--- config.mk ---
export PLATFORM = sky130hd
export DESIGN_NAME = ccm_ctr_in_framer
export DESIGN_NICKNAME = d
export VERILOG_FILES = /design/src/rtl/ccm_ctr_in_framer.sv
export SDC_FILE = /design/constraint.sdc
export NUM_CORES = 1
export LEC_CHECK = 0
export ABC_CLOCK_PERIOD_IN_PS = 3300
export BUFFER_PORTS_ARGS = -buffer_cell sky130_fd_sc_hd__buf_2
export CORE_UTILIZATION = 37
export DETAILED_ROUTE_END_ITERATION = 6
export PLACE_DENSITY = 0.48
export SLEW_MARGIN = 40
export SYNTH_ARGS = -nofsm -noshare
export SYNTH_HDL_FRONTEND = slang
export SYNTH_SLANG_ARGS = --single-unit
--- constraint.sdc ---
create_clock -name clk -period 3.3 [get_ports clk]
set_input_delay 0.495 -clock clk [delete_from_list [all_inputs] [get_ports clk]]
set_output_delay 0.495 -clock clk [all_outputs]
set_load 0.02 [all_outputs]
--- src/rtl/ccm_ctr_in_framer.sv ---
// ccm_ctr_in_framer: buffers a source byte stream and meters packets into the CCM CTR block.
// Optional statistics outputs pkt_cnt/drop_cnt are enabled with `define CCM_IN_FRAMER_STAT_EN.
module ccm_ctr_in_framer #(
    parameter int WIDTH     = 8,
    parameter int FIFO_AW   = 4,
    parameter int MAX_LEN   = 4096,
    parameter int WIDTH_LEN = 13
) (
    input  logic             clk,
    input  logic             kill,
    input  logic [WIDTH-1:0] s_data,
    input  logic             s_en,
    input  logic             s_last,
    output logic             s_ready,
    input  logic             ctr_ready,
    input  logic             ctr_done,
    output logic [WIDTH-1:0] input_data,
    output logic             input_en,
    output logic             input_last,
    output logic             busy,
    output logic             len_err
`ifdef CCM_IN_FRAMER_STAT_EN
    ,
    output logic [15:0]      pkt_cnt,
    output logic [15:0]      drop_cnt
`endif
);
    localparam int DEPTH = 1 << FIFO_AW;

    typedef enum logic [1:0] {IDLE, XFER, DROP, WAIT_DONE} state_t;

    state_t               state, state_n;
    logic [WIDTH:0]       mem [DEPTH];
    logic [FIFO_AW-1:0]   wr_ptr, rd_ptr;
    logic [FIFO_AW:0]     occ;
    logic [WIDTH_LEN-1:0] cnt, cnt_n;
    logic                 empty, full, push, pop, fwd, over, head_last;
    logic [WIDTH-1:0]     head_data;

    assign empty                 = occ == '0;
    assign full                  = occ == (FIFO_AW+1)'(DEPTH);
    assign s_ready               = kill & !full;
    assign push                  = s_en & s_ready;
    assign {head_last, head_data} = mem[rd_ptr];
    assign busy                  = (state != IDLE) | !empty;

    // FIFO storage: {last, data} per entry, no reset needed on the array
    always_ff @(posedge clk) begin
        if (push) mem[wr_ptr] <= {s_last, s_data};
    end

    // FIFO pointers and occupancy; simultaneous push and pop leaves occupancy unchanged
    always_ff @(posedge clk) begin
        if (!kill) begin
            wr_ptr <= '0;
            rd_ptr <= '0;
            occ    <= '0;
        end else begin
            wr_ptr <= wr_ptr + FIFO_AW'(push);
            rd_ptr <= rd_ptr + FIFO_AW'(pop);
            occ    <= occ + (FIFO_AW+1)'(push) - (FIFO_AW+1)'(pop);
        end
    end

    // Packet FSM: forward while CTR is ready, drop the tail of over-length packets, then wait for CTR to finish
    always_comb begin
        state_n = state;
        cnt_n   = cnt;
        pop     = 1'b0;
        fwd     = 1'b0;
        over    = 1'b0;
        case (state)
            IDLE, XFER: begin
                if (!empty && ctr_ready) begin
                    pop     = 1'b1;
                    fwd     = 1'b1;
                    cnt_n   = (state == IDLE) ? WIDTH_LEN'(1) : cnt + 1'b1;
                    over    = !head_last && cnt_n == WIDTH_LEN'(MAX_LEN);
                    state_n = head_last ? WAIT_DONE : over ? DROP : XFER;
                end
            end
            DROP: begin
                pop     = !empty;
                state_n = (!empty && head_last) ? WAIT_DONE : DROP;
            end
            WAIT_DONE: begin
                state_n = ctr_done ? IDLE : WAIT_DONE;
                cnt_n   = ctr_done ? '0 : cnt;
            end
            default: state_n = IDLE;
        endcase
    end

    // State, count and registered CTR-side outputs; a truncated packet gets its last flag forced
    always_ff @(posedge clk) begin
        if (!kill) begin
            state      <= IDLE;
            cnt        <= '0;
            input_en   <= 1'b0;
            input_last <= 1'b0;
            input_data <= '0;
            len_err    <= 1'b0;
        end else begin
            state      <= state_n;
            cnt        <= cnt_n;
            input_en   <= fwd;
            input_last <= fwd & (head_last | over);
            if (fwd) input_data <= head_data;
            if (over) len_err <= 1'b1;
        end
    end

`ifdef CCM_IN_FRAMER_STAT_EN
    // Packet and dropped-byte statistics, free-running with natural wrap
    always_ff @(posedge clk) begin
        if (!kill) begin
            pkt_cnt  <= '0;
            drop_cnt <= '0;
        end else begin
            if (state_n == WAIT_DONE && state != WAIT_DONE) pkt_cnt <= pkt_cnt + 16'd1;
            if (state == DROP && pop) drop_cnt <= drop_cnt + 16'd1;
        end
    end
`endif
endmodule
==> results of run 1 <==
worst max-delay path, delay by kind of cell, from the launching register on:
kind                       cells  cell delay, ns
adders and majority gates      3            0.78
xor gates and xnor gates       1            0.17
and+or+nand+nor                3            0.83
DFF                            1            0.32
AOI/OAI and AO/OA              3            0.44
buffers and inverters          1            0.07
sequential cells by signal, indices dropped and copies added, names as in the netlist, 2 cells and up:
register	count
occ	5
state	2
mem	144
rd_ptr	4
input_data	8
cnt	13
wr_ptr	4
final cells by class:
cell class	instances	area [um2]
timing repair buffer	56	368
inverter	6	22.5
sequential	183	5110
clock buffer	17	425
clock inverter	15	173
fill	1815	11000
tap	265	332
multi-input combinational	253	2270
kinds of logic after synthesis:
family                   synth area share (%)
AO/OA/AOI/OAI                            4.90
adder cells (fa/ha/maj)                  1.77
AND/OR/NAND/NOR                          8.50
multiplexers                             13.5
flip-flops                               68.0
buffers and inverters                    1.78
XOR/XNOR                                 1.52
report_power, final:
| group | internal [mW] | leakage (nW) | switching [mW] | total (mW) |
|---|---|---|---|---|
| sequential | 2.59 | 1.62 | 0.0980 | 2.68 |
| combinational | 0.640 | 0.955 | 0.745 | 1.38 |
| clock | 1.14 | 0.285 | 0.911 | 2.05 |
| total | 4.36 | 2.86 | 1.75 | 6.12 |
worst max-delay path by stage:
| stage | slack [ns] | startpoint | endpoint | depth (start not counted) |
|---|---|---|---|---|
| detailed placement | 0.65 | occ[2]$_SDFF_PN0_ | occ[4]$_SDFF_PN0_ | 11 |
| global placement | 0.78 | occ[3]$_SDFF_PN0_ | occ[4]$_SDFF_PN0_ | 11 |
| CTS | 0.61 | occ[2]$_SDFF_PN0_ | occ[4]$_SDFF_PN0_ | 11 |
| finish | 0.63 | occ[2]$_SDFF_PN0_ | occ[4]$_SDFF_PN0_ | 11 |
| floorplan | 0.60 | occ[2]$_SDFF_PN0_ | occ[4]$_SDFF_PN0_ | 11 |
| global route | 0.43 | occ[3]$_SDFF_PN0_ | occ[4]$_SDFF_PN0_ | 11 |
cells in the final DEF (no fill, tap or decap), types with 9 or more instances in the layout:
master and instances:
a21oi_1 21, dfxtp_1 37, xnor2_1 9, nor3_1 9, ha_1 9, buf_4 29
clkbuf_16 17, nor2_1 32, edfxtp_1 144, nand3_1 13, o21ai_0 12, buf_2 26
nand2_1 37, mux4_2 44
metrics by stage:
stage               cells  setup slack, ns  util [%]  power [mW]
floorplan             466            0.596         -        3.73
global placement      763            0.775      41.2        4.14
detailed placement    763            0.650      41.2        4.15
CTS                   795            0.610      44.2        6.19
global route          795            0.429      44.2        6.39
finish                795            0.626      44.2        6.12
per-layer routing:
layer  track usage (%)  share of wire (%)  vias to the layer above
met1              23.7                 48                     2122
li1                  -                  -                     1913
met2              26.9                 48                       83
met3              3.77                3.1                       11
met4              4.43               0.96                        0
met5                 0                  0                        -
==> out/results.txt, run 1 <==
GRT Overall Usage -> 17.0%
Synth Cell Area -> 0.00750 mm2
# diodes -> 0
DR vias/cell -> 5.19
TNS Setup -> 0 ns
# setup viols final -> 0
worst-margin pin slew -> 0.689 ns
RR Endpoint -> occ[4]$_SDFF_PN0_
crit-path max FO -> 5
Final period util -> 81.0%
die area -> 0.0209 mm2
CP Class -> reg -> reg
post-synthesis cell count -> 466
RR Startpoint -> occ[2]$_SDFF_PN0_
Setup Fix Bufs, Post-CTS -> 0
row cnt -> 51
core box area -> 0.0197 mm2
worst-skew pair later-pin latency -> 0.42 ns
CTS buffer count -> 17
post-cts gate resize count -> 0
sequential fraction of the synthesis area -> 68.0%
Synth area leader -> edfxtp_1
GRT Residual Overflow -> 0
post-route cell area -> 0.00869 mm2
CTS Hold Bufs -> 0
min-delay src -> input_data[5]$_SDFFE_PN0P_
clk slew on worst S/H paths -> 0.07 ns
mean post-synth cell area -> 16.1 um2
Fmax -> 374 MHz
Post-synth ARST share -> 0%
leakage -> 2.86 nW
Min-Delay Path Depth -> 2
most instantiated library cell after synthesis -> edfxtp_1
Max Cap Viol -> 0
Clock Skew -> 0.0113 ns
Final Max Tran Viols -> 0
RSZ-0062 raised after global routing -> false
peak supply drop -> 0.371 mV
1st-iter DRT viols -> 270
WP data required -> 3.65 ns
delay of the slowest critical-path stage -> 0.43 ns
Die W -> 144 um
DR vias -> 4129
total nets after synthesis -> 490
CTS tree -> done
Max clock buf depth -> 2
Final Net Count -> 541
pwr dens -> 704 mW/mm2
FF-to-FF setup slack -> 0.63 ns
Synth Register Bits -> 183
Root Driver -> clkbuf_16
die height -> 144 um
share of the synthesized area in the top cell type -> 57.6%
largest net degree at the start of global routing -> 36
worst r2r path cells -> 11
share of layout cells above drive strength 1 -> 27.5%
Final Wtd Congestion -> 0.824
# port buffers -> 26
WHS -> 0.450 ns
WP data arrival -> 3.02 ns
IO Pins -> 27
Yosys warning count -> 0
post-DP HPWL -> 11000 um
drt drc -> 0
htree depth -> 4
type of the most critical hold path -> reg -> reg
area grow syn2layout -> 15.9%
CP endpoint kind -> flip-flop
fin crit period -> 2.67 ns
global-route wire length before repair -> 24700 um
Area after DPL -> 0.00810 mm2
Final Hold Vio Count -> 0
Worst setup SP type -> flip-flop
Netlist cell types -> 50
Top FF cell, synth -> edfxtp_1
CP max stage cell -> nor4b_2
average wire per standard cell -> 20.7 um
initial antenna violation count -> 0
synth cell count leaders -> 144 x edfxtp_1, 44 x mux4_2, 39 x dfxtp_1, 37 x nand2_1, 33 x nor2_1
status -> finished, final reports clean
Starting Density -> 38.2%
clk sinks -> 183
Post-synth EDFFs -> 144
worst rel slew slack -> 53.9%
vias in the first global route -> 4104
Cell Chain, Critical Path -> inv_1, ha_1, nor4b_2, a21oi_1, xnor2_1, ha_1, fa_1, a21oi_1, nor2_1, or3_1, a21oi_1
Synth area leaders -> edfxtp_1 58%, mux4_2 13%, dfxtp_1 10%
DR pass1 iterations -> 4
wirelength, routed -> 16500 um
Endpoint, Worst Hold -> input_data[5]$_SDFFE_PN0P_
Detail Route Antenna Nets -> 0
most used cell, CP -> a21oi_1
Note: power is estimated with default switching activity, not from simulation.
==> inputs of run 2 (changes only) <==
--- a/config.mk
+++ b/config.mk
@@ -5,11 +5,11 @@
 export SDC_FILE = /design/constraint.sdc
 export NUM_CORES = 1
 export LEC_CHECK = 0
-export ABC_CLOCK_PERIOD_IN_PS = 3300
+export ABC_CLOCK_PERIOD_IN_PS = 2400
 export BUFFER_PORTS_ARGS = -buffer_cell sky130_fd_sc_hd__buf_2
 export CORE_UTILIZATION = 37
 export DETAILED_ROUTE_END_ITERATION = 6
-export PLACE_DENSITY = 0.48
+export PLACE_DENSITY = 0.5
 export SLEW_MARGIN = 40
 export SYNTH_ARGS = -nofsm -noshare
 export SYNTH_HDL_FRONTEND = slang
==> constraint.sdc (replaced) <==
create_clock -name clk -period 2.4 [get_ports clk]
set_input_delay 0.36 -clock clk [delete_from_list [all_inputs] [get_ports clk]]
set_output_delay 0.36 -clock clk [all_outputs]
set_load 0.02 [all_outputs]
==> out/results.txt, run 2 (synthesized netlist as in run 1, its figures left out) <==
status -> finished, final reports clean
crit-path max FO -> 2 (-3)
largest reg by FF count -> mem
worst-margin pin slew -> 0.568 ns (-0.121 ns)
Final period util -> 96.2% (+15 points)
WP data required -> 2.77 ns (-0.88 ns)
Detail Route Antenna Nets -> 0 (unchanged)
TNS Setup -> 0 ns (unchanged)
Fmax -> 433 MHz (+16%)
GRT Overall Usage -> 16.1% (-0.96 points)
global-route wire length before repair -> 23900 um (-3.1%)
peak supply drop -> 0.513 mV (+38%)
most used cell, CP -> a21oi_2
die height -> 144 um (unchanged)
CTS tree -> done
Total Power -> 8.36 mW (+37%)
Clock Skew -> 0.00878 ns (-0.00249 ns)
max reg flops -> 144 (unchanged)
core box area -> 0.0197 mm2 (unchanged)
setup ws final -> 0.0912 ns (-0.535 ns)
post-DP HPWL -> 10600 um (-4.0%)
WP data arrival -> 2.68 ns (-0.34 ns)
CP max stage cell -> or3_1
DR pass1 iterations -> 4 (unchanged)
1st-iter DRT viols -> 223 (-17%)
delay of the slowest critical-path stage -> 0.37 ns (-0.06 ns)
pwr dens -> 951 mW/mm2 (+35%)
die area -> 0.0209 mm2 (unchanged)
type of the most critical hold path -> in -> reg
clk sinks -> 183 (unchanged)
wirelength, routed -> 15200 um (-7.9%)
CP Class -> reg -> reg
Die W -> 144 um (unchanged)
pre-CTS setup slack -> -0.0224 ns (-0.673 ns)
initial antenna violation count -> 0 (unchanged)
Final Wtd Congestion -> 0.835 (+1.3%)
# setup viols final -> 0 (unchanged)
Max Cap Viol -> 0 (unchanged)
# diodes -> 0 (unchanged)
Final Net Count -> 551 (+1.8%)
leakage -> 2.89 nW (+1.2%)
Final Hold Vio Count -> 0 (unchanged)
Cell Count Post-Placement -> 771 (+1.0%)
CP endpoint kind -> flip-flop
DR vias -> 4113 (-0.39%)
average wire per standard cell -> 18.9 um (-8.9%)
# port buffers -> 26 (unchanged)
clk slew on worst S/H paths -> 0.07 ns (about the same)
GRT Residual Overflow -> 0 (unchanged)
RSZ-0062 raised after global routing -> true
row cnt -> 51 (unchanged)
vias in the first global route -> 4121 (+0.41%)
drt drc -> 0 (unchanged)
Root Driver -> clkbuf_16
commonest non-fill, non-tap cell in the layout -> edfxtp_1
Max clock buf depth -> 2 (unchanged)
most frequent cells in the layout -> 144 x edfxtp_1, 44 x mux4_2, 39 x buf_4, 36 x nand2_1, 36 x dfxtp_1
worst-skew pair later-pin latency -> 0.43 ns (about the same)
area grow syn2layout -> 17.1%
fillers -> 1774 (-2.3%)
final cell count without fillers -> 804 (+1.1%)
IO Pins -> 27 (unchanged)
DR vias/cell -> 5.12 (-1.5%)
largest net degree at the start of global routing -> 38 (+5.6%)
Worst setup SP type -> flip-flop
Cell Chain, Critical Path -> inv_2, ha_4, nor4b_4, a21oi_2, xnor2_1, ha_2, fa_2, a21oi_2, nor2_1, or3_1, a21oi_2
CTS buffer count -> 17 (unchanged)
Starting Density -> 38.2% (unchanged)
htree depth -> 4 (unchanged)
fin crit period -> 2.31 ns (-0.365 ns)
Final Max Tran Viols -> 0 (unchanged)
share of layout cells above drive strength 1 -> 31.0% (+3.4 points)
largest registers -> mem: 144 flops, cnt: 13 flops, input_data: 8 flops
worst rel slew slack -> 62.1% (+8.2 points)
-- run 2: changes by cell type in the layout (fill, tap and decap cells not counted), moves of 2 or more --
cell,delta
buf_4,+10
a21oi_1,-3
a21oi_2,+3
ha_1,-3
ha_2,+2
inv_1,-2
inv_2,+2
inv_8,-2
-- run 2: report_power, final --
group / total, mW / switching [mW] / leakage [nW] / internal [mW]
Clock: 2.62 / 1.19 / 0.261 / 1.43
Sequential: 3.67 / 0.112 / 1.62 / 3.56
Combinational: 2.06 / 1.05 / 1.01 / 1.01
Total: 8.36 / 2.36 / 2.89 / 6.00
-- run 2: area by class of cell --
type,count,area (um2),area share (%)
flip-flops and latches,183,5110,58.1
multi-input cells,253,2330,26.5
repair buffers,66,443,5.04
clock buffers,17,425,4.84
well taps,265,332,3.77
clock inverters,14,129,1.47
inverters,6,22.5,0.256
-- run 2: path summary, 6_finish.rpt --
path / slack [ns] / startpoint / cells after the start / endpoint
setup / recovery: 0.09 / occ[2]$_SDFF_PN0_ / 11 / occ[4]$_SDFF_PN0_
hold / removal: 0.31 / s_data[6] / 1 / mem[4][6]$_DFFE_PP_
setup reg to reg: 0.09 / occ[2]$_SDFF_PN0_ / 11 / occ[4]$_SDFF_PN0_
hold reg to reg: 0.45 / input_data[4]$_SDFFE_PN0P_ / 2 / input_data[4]$_SDFFE_PN0P_
-- run 2: critical path: cells and delay by family, from the launching register on --
kind,cells,cell delay (ns)
fa+ha+maj,3,0.70
simple gates,3,0.65
xor+xnor,1,0.14
compound gates,3,0.35
flops,1,0.33
buf+inv,1,0.08
-- run 2: metal layers --
layer  vias to the layer above  wire [um]  GRT usage [%]
met3                        13        519           3.61
met5                         -          0              0
met2                        76       7100           24.5
met1                      2092       7390           22.7
met4                         0        182           5.21
li1                       1932          -              -
-- run 2: what timing repair did --
item	in CTS	in global routing
gates resized for setup	3	6
endpoints found under the hold margin	0	0
endpoints found under the setup margin	1	2
hold buffers	0	0
buffers inserted	2	0
pin swaps	2	3
-- run 2: per-stage QoR --
stage	cell area [um2]	utilization (%)	hold WS [ns]
final	8790	44.7	0.309
after CTS	8770	44.6	0.293
after global placement	8190	41.7	0.440
after detailed placement	8190	41.7	0.446
after floorplan	7540	-	0.445
after global routing	8790	44.7	0.309
==> inputs of run 3 (changes only) <==
--- a/config.mk
+++ b/config.mk
@@ -6,10 +6,10 @@
 export NUM_CORES = 1
 export LEC_CHECK = 0
 export ABC_CLOCK_PERIOD_IN_PS = 2400
-export BUFFER_PORTS_ARGS = -buffer_cell sky130_fd_sc_hd__buf_2
 export CORE_UTILIZATION = 37
 export DETAILED_ROUTE_END_ITERATION = 6
-export PLACE_DENSITY = 0.5
+export DONT_BUFFER_PORTS = 1
+export PLACE_DENSITY = 0.49
 export SLEW_MARGIN = 40
 export SYNTH_ARGS = -nofsm -noshare
 export SYNTH_HDL_FRONTEND = slang
==> out/results.txt, run 3 (synthesized netlist as in run 1, its figures left out) <==
area grow syn2layout -> 18.7%
Final period util -> 96.5% (+0.31 points)
fin crit period -> 2.32 ns (+0.00747 ns)
CTS tree -> done
pwr dens -> 965 mW/mm2 (+1.5%)
clk sinks -> 183 (unchanged)
Final Util -> 45.3% (+0.62 points)
DR pass1 iterations -> 4 (unchanged)
share of layout cells above drive strength 1 -> 27.7% (-3.2 points)
Crit path buffers/inverters -> 1 (unchanged)
clk slew on worst S/H paths -> 0.07 ns (about the same)
Max Cap Viol -> 0 (unchanged)
min-delay src -> s_data[7]
Die W -> 144 um (unchanged)
worst rel slew slack -> 64.6% (+2.5 points)
max reg flops -> 144 (unchanged)
type of the most critical hold path -> in -> reg
Root Driver -> clkbuf_16
Cell Chain, Critical Path -> inv_2, ha_4, nor4b_4, a21oi_2, xnor2_1, ha_2, fa_2, a21oi_2, nor2_1, or3_1, a21oi_1
Detail Route Antenna Nets -> 0 (unchanged)
Multi-input gate area -> 0.00232 mm2 (-0.27%)
# port buffers -> 0 (-100%)
IO Pins -> 27 (unchanged)
commonest non-fill, non-tap cell in the layout -> edfxtp_1
initial antenna violation count -> 0 (unchanged)
Final Net Count -> 548 (-0.54%)
die area -> 0.0209 mm2 (unchanged)
delay of the slowest critical-path stage -> 0.40 ns (+0.03 ns)
drt drc -> 0 (unchanged)
Top Family by Delay on Critical Path -> adder cells
largest reg by FF count -> mem
worst-skew pair later-pin latency -> 0.43 ns (about the same)
vias in the first global route -> 4101 (-0.49%)
TNS Setup -> 0 ns (unchanged)
largest registers -> mem: 144 flops, cnt: 13 flops, input_data: 8 flops
Fmax -> 432 MHz (-0.32%)
wirelength, routed -> 16300 um (+7.5%)
final cell count without fillers -> 802 (-0.25%)
# diodes -> 0 (unchanged)
post-DP HPWL -> 10900 um (+2.8%)
Clock Skew -> 0.0119 ns (+0.00308 ns)
average wire per standard cell -> 20.4 um (+7.8%)
1st-iter DRT viols -> 216 (-3.1%)
CP max stage cell -> fa_2
GRT Overall Usage -> 16.7% (+0.64 points)
die height -> 144 um (unchanged)
Worst setup SP type -> flip-flop
Endpoint, Worst Hold -> mem[12][7]$_DFFE_PP_
fillers -> 1764 (-0.56%)
Final Max Tran Viols -> 0 (unchanged)
CTS buffer count -> 17 (unchanged)
RR Endpoint -> occ[4]$_SDFF_PN0_
WP data required -> 2.76 ns (about the same)
core box area -> 0.0197 mm2 (unchanged)
Final Wtd Congestion -> 0.793 (-5.1%)
RSZ-0062 raised after global routing -> true
htree depth -> 4 (unchanged)
RR Startpoint -> occ[2]$_SDFF_PN0_
Starting Density -> 38.2% (unchanged)
status -> finished, final reports clean
GRT Residual Overflow -> 0 (unchanged)
largest net degree at the start of global routing -> 25 (-34%)
setup ws final -> 0.0838 ns (-0.00747 ns)
Cell Count Post-Placement -> 752 (-2.5%)
worst r2r path cells -> 11 (unchanged)
Final Hold Vio Count -> 0 (unchanged)
FF-to-FF setup slack -> 0.08 ns (about the same)
CP endpoint kind -> flip-flop
DR vias/cell -> 5.12 (+0.10%)
register area -> 0.00511 mm2 (about the same)
Min-Delay Path Depth -> 0 (-1)
CP Class -> reg -> reg
most frequent cells in the layout -> 144 x edfxtp_1, 47 x buf_4, 44 x mux4_2, 36 x nand2_1, 35 x dfxtp_1
global-route wire length before repair -> 24400 um (+2.2%)
crit-path max FO -> 2 (unchanged)
leakage -> 2.91 nW (+0.80%)
Max clock buf depth -> 2 (unchanged)
row cnt -> 51 (unchanged)
WP data arrival -> 2.68 ns (about the same)
# setup viols final -> 0 (unchanged)
peak supply drop -> 0.507 mV (-1.1%)
worst-margin pin slew -> 0.529 ns (-0.0389 ns)
most used cell, CP -> a21oi_2
pre-CTS setup slack -> -0.00959 ns (+0.0128 ns)
DR vias -> 4107 (-0.15%)
-- run 3: cell count changes in the layout (fill, tap and decap cells not counted), sizes merged, moves of 2 or more --
cell,before,now
buf,66,48
dlygate4sd3,0,15
bufinv,1,3
clkinvlp,4,2
-- run 3: per-stage QoR --
| step | power, mW | area [um2] | hold WS [ns] |
|---|---|---|---|
| finish | 8.60 | 8910 | 0.0308 |
| global route | 9.04 | 8910 | -0.000389 |
| CTS | 8.60 | 8720 | 0.00404 |
| detailed placement | 5.73 | 8110 | 0.460 |
| global placement | 5.72 | 8110 | 0.460 |
| floorplan | 5.17 | 7540 | 0.445 |
-- run 3: power breakdown --
part           leakage (nW)  internal, mW  switching (mW)
Combinational          1.00          1.01            1.01
Sequential             1.62          3.56           0.171
Clock                 0.293          1.65            1.21
-- run 3: worst max-delay path by stage --
stage	start	to	slack (ns)	cells past startpoint
6_report	occ[2]$_SDFF_PN0_	occ[4]$_SDFF_PN0_	0.08	11
5_1_grt	occ[2]$_SDFF_PN0_	occ[4]$_SDFF_PN0_	-0.02	11
4_1_cts	occ[3]$_SDFF_PN0_	occ[4]$_SDFF_PN0_	0.003	11
3_5_place_dp	occ[2]$_SDFF_PN0_	occ[4]$_SDFF_PN0_	-0.01	11
3_3_place_gp	occ[3]$_SDFF_PN0_	occ[4]$_SDFF_PN0_	0.05	11
2_1_floorplan	occ[2]$_SDFF_PN0_	occ[4]$_SDFF_PN0_	0.02	11
-- run 3: per-layer routing --
layer,wire [um],vias to the layer above,global-route usage [%]
met5,0,-,0
met4,131,0,4.99
met3,653,9,4.37
met2,7950,78,26.5
met1,7600,2096,22.5
li1,-,1924,-
-- run 3: cell type report --
cell class	instances	share of cell area (%)
Inverter	6	0.253
Multi-Input combinational cell	253	26.1
Clock inverter	14	1.92
Tap cell	265	3.72
Timing Repair Buffer	63	5.87
Sequential cell	183	57.4
Clock buffer	18	4.82
-- run 3: timing repair --
action	in CTS	in global routing
setup endpoints to repair	1	1
gates resized for setup	2	6
endpoints found under the hold margin	0	107
pin swaps	1	5
setup buffers	0	3
hold buffers	0	15
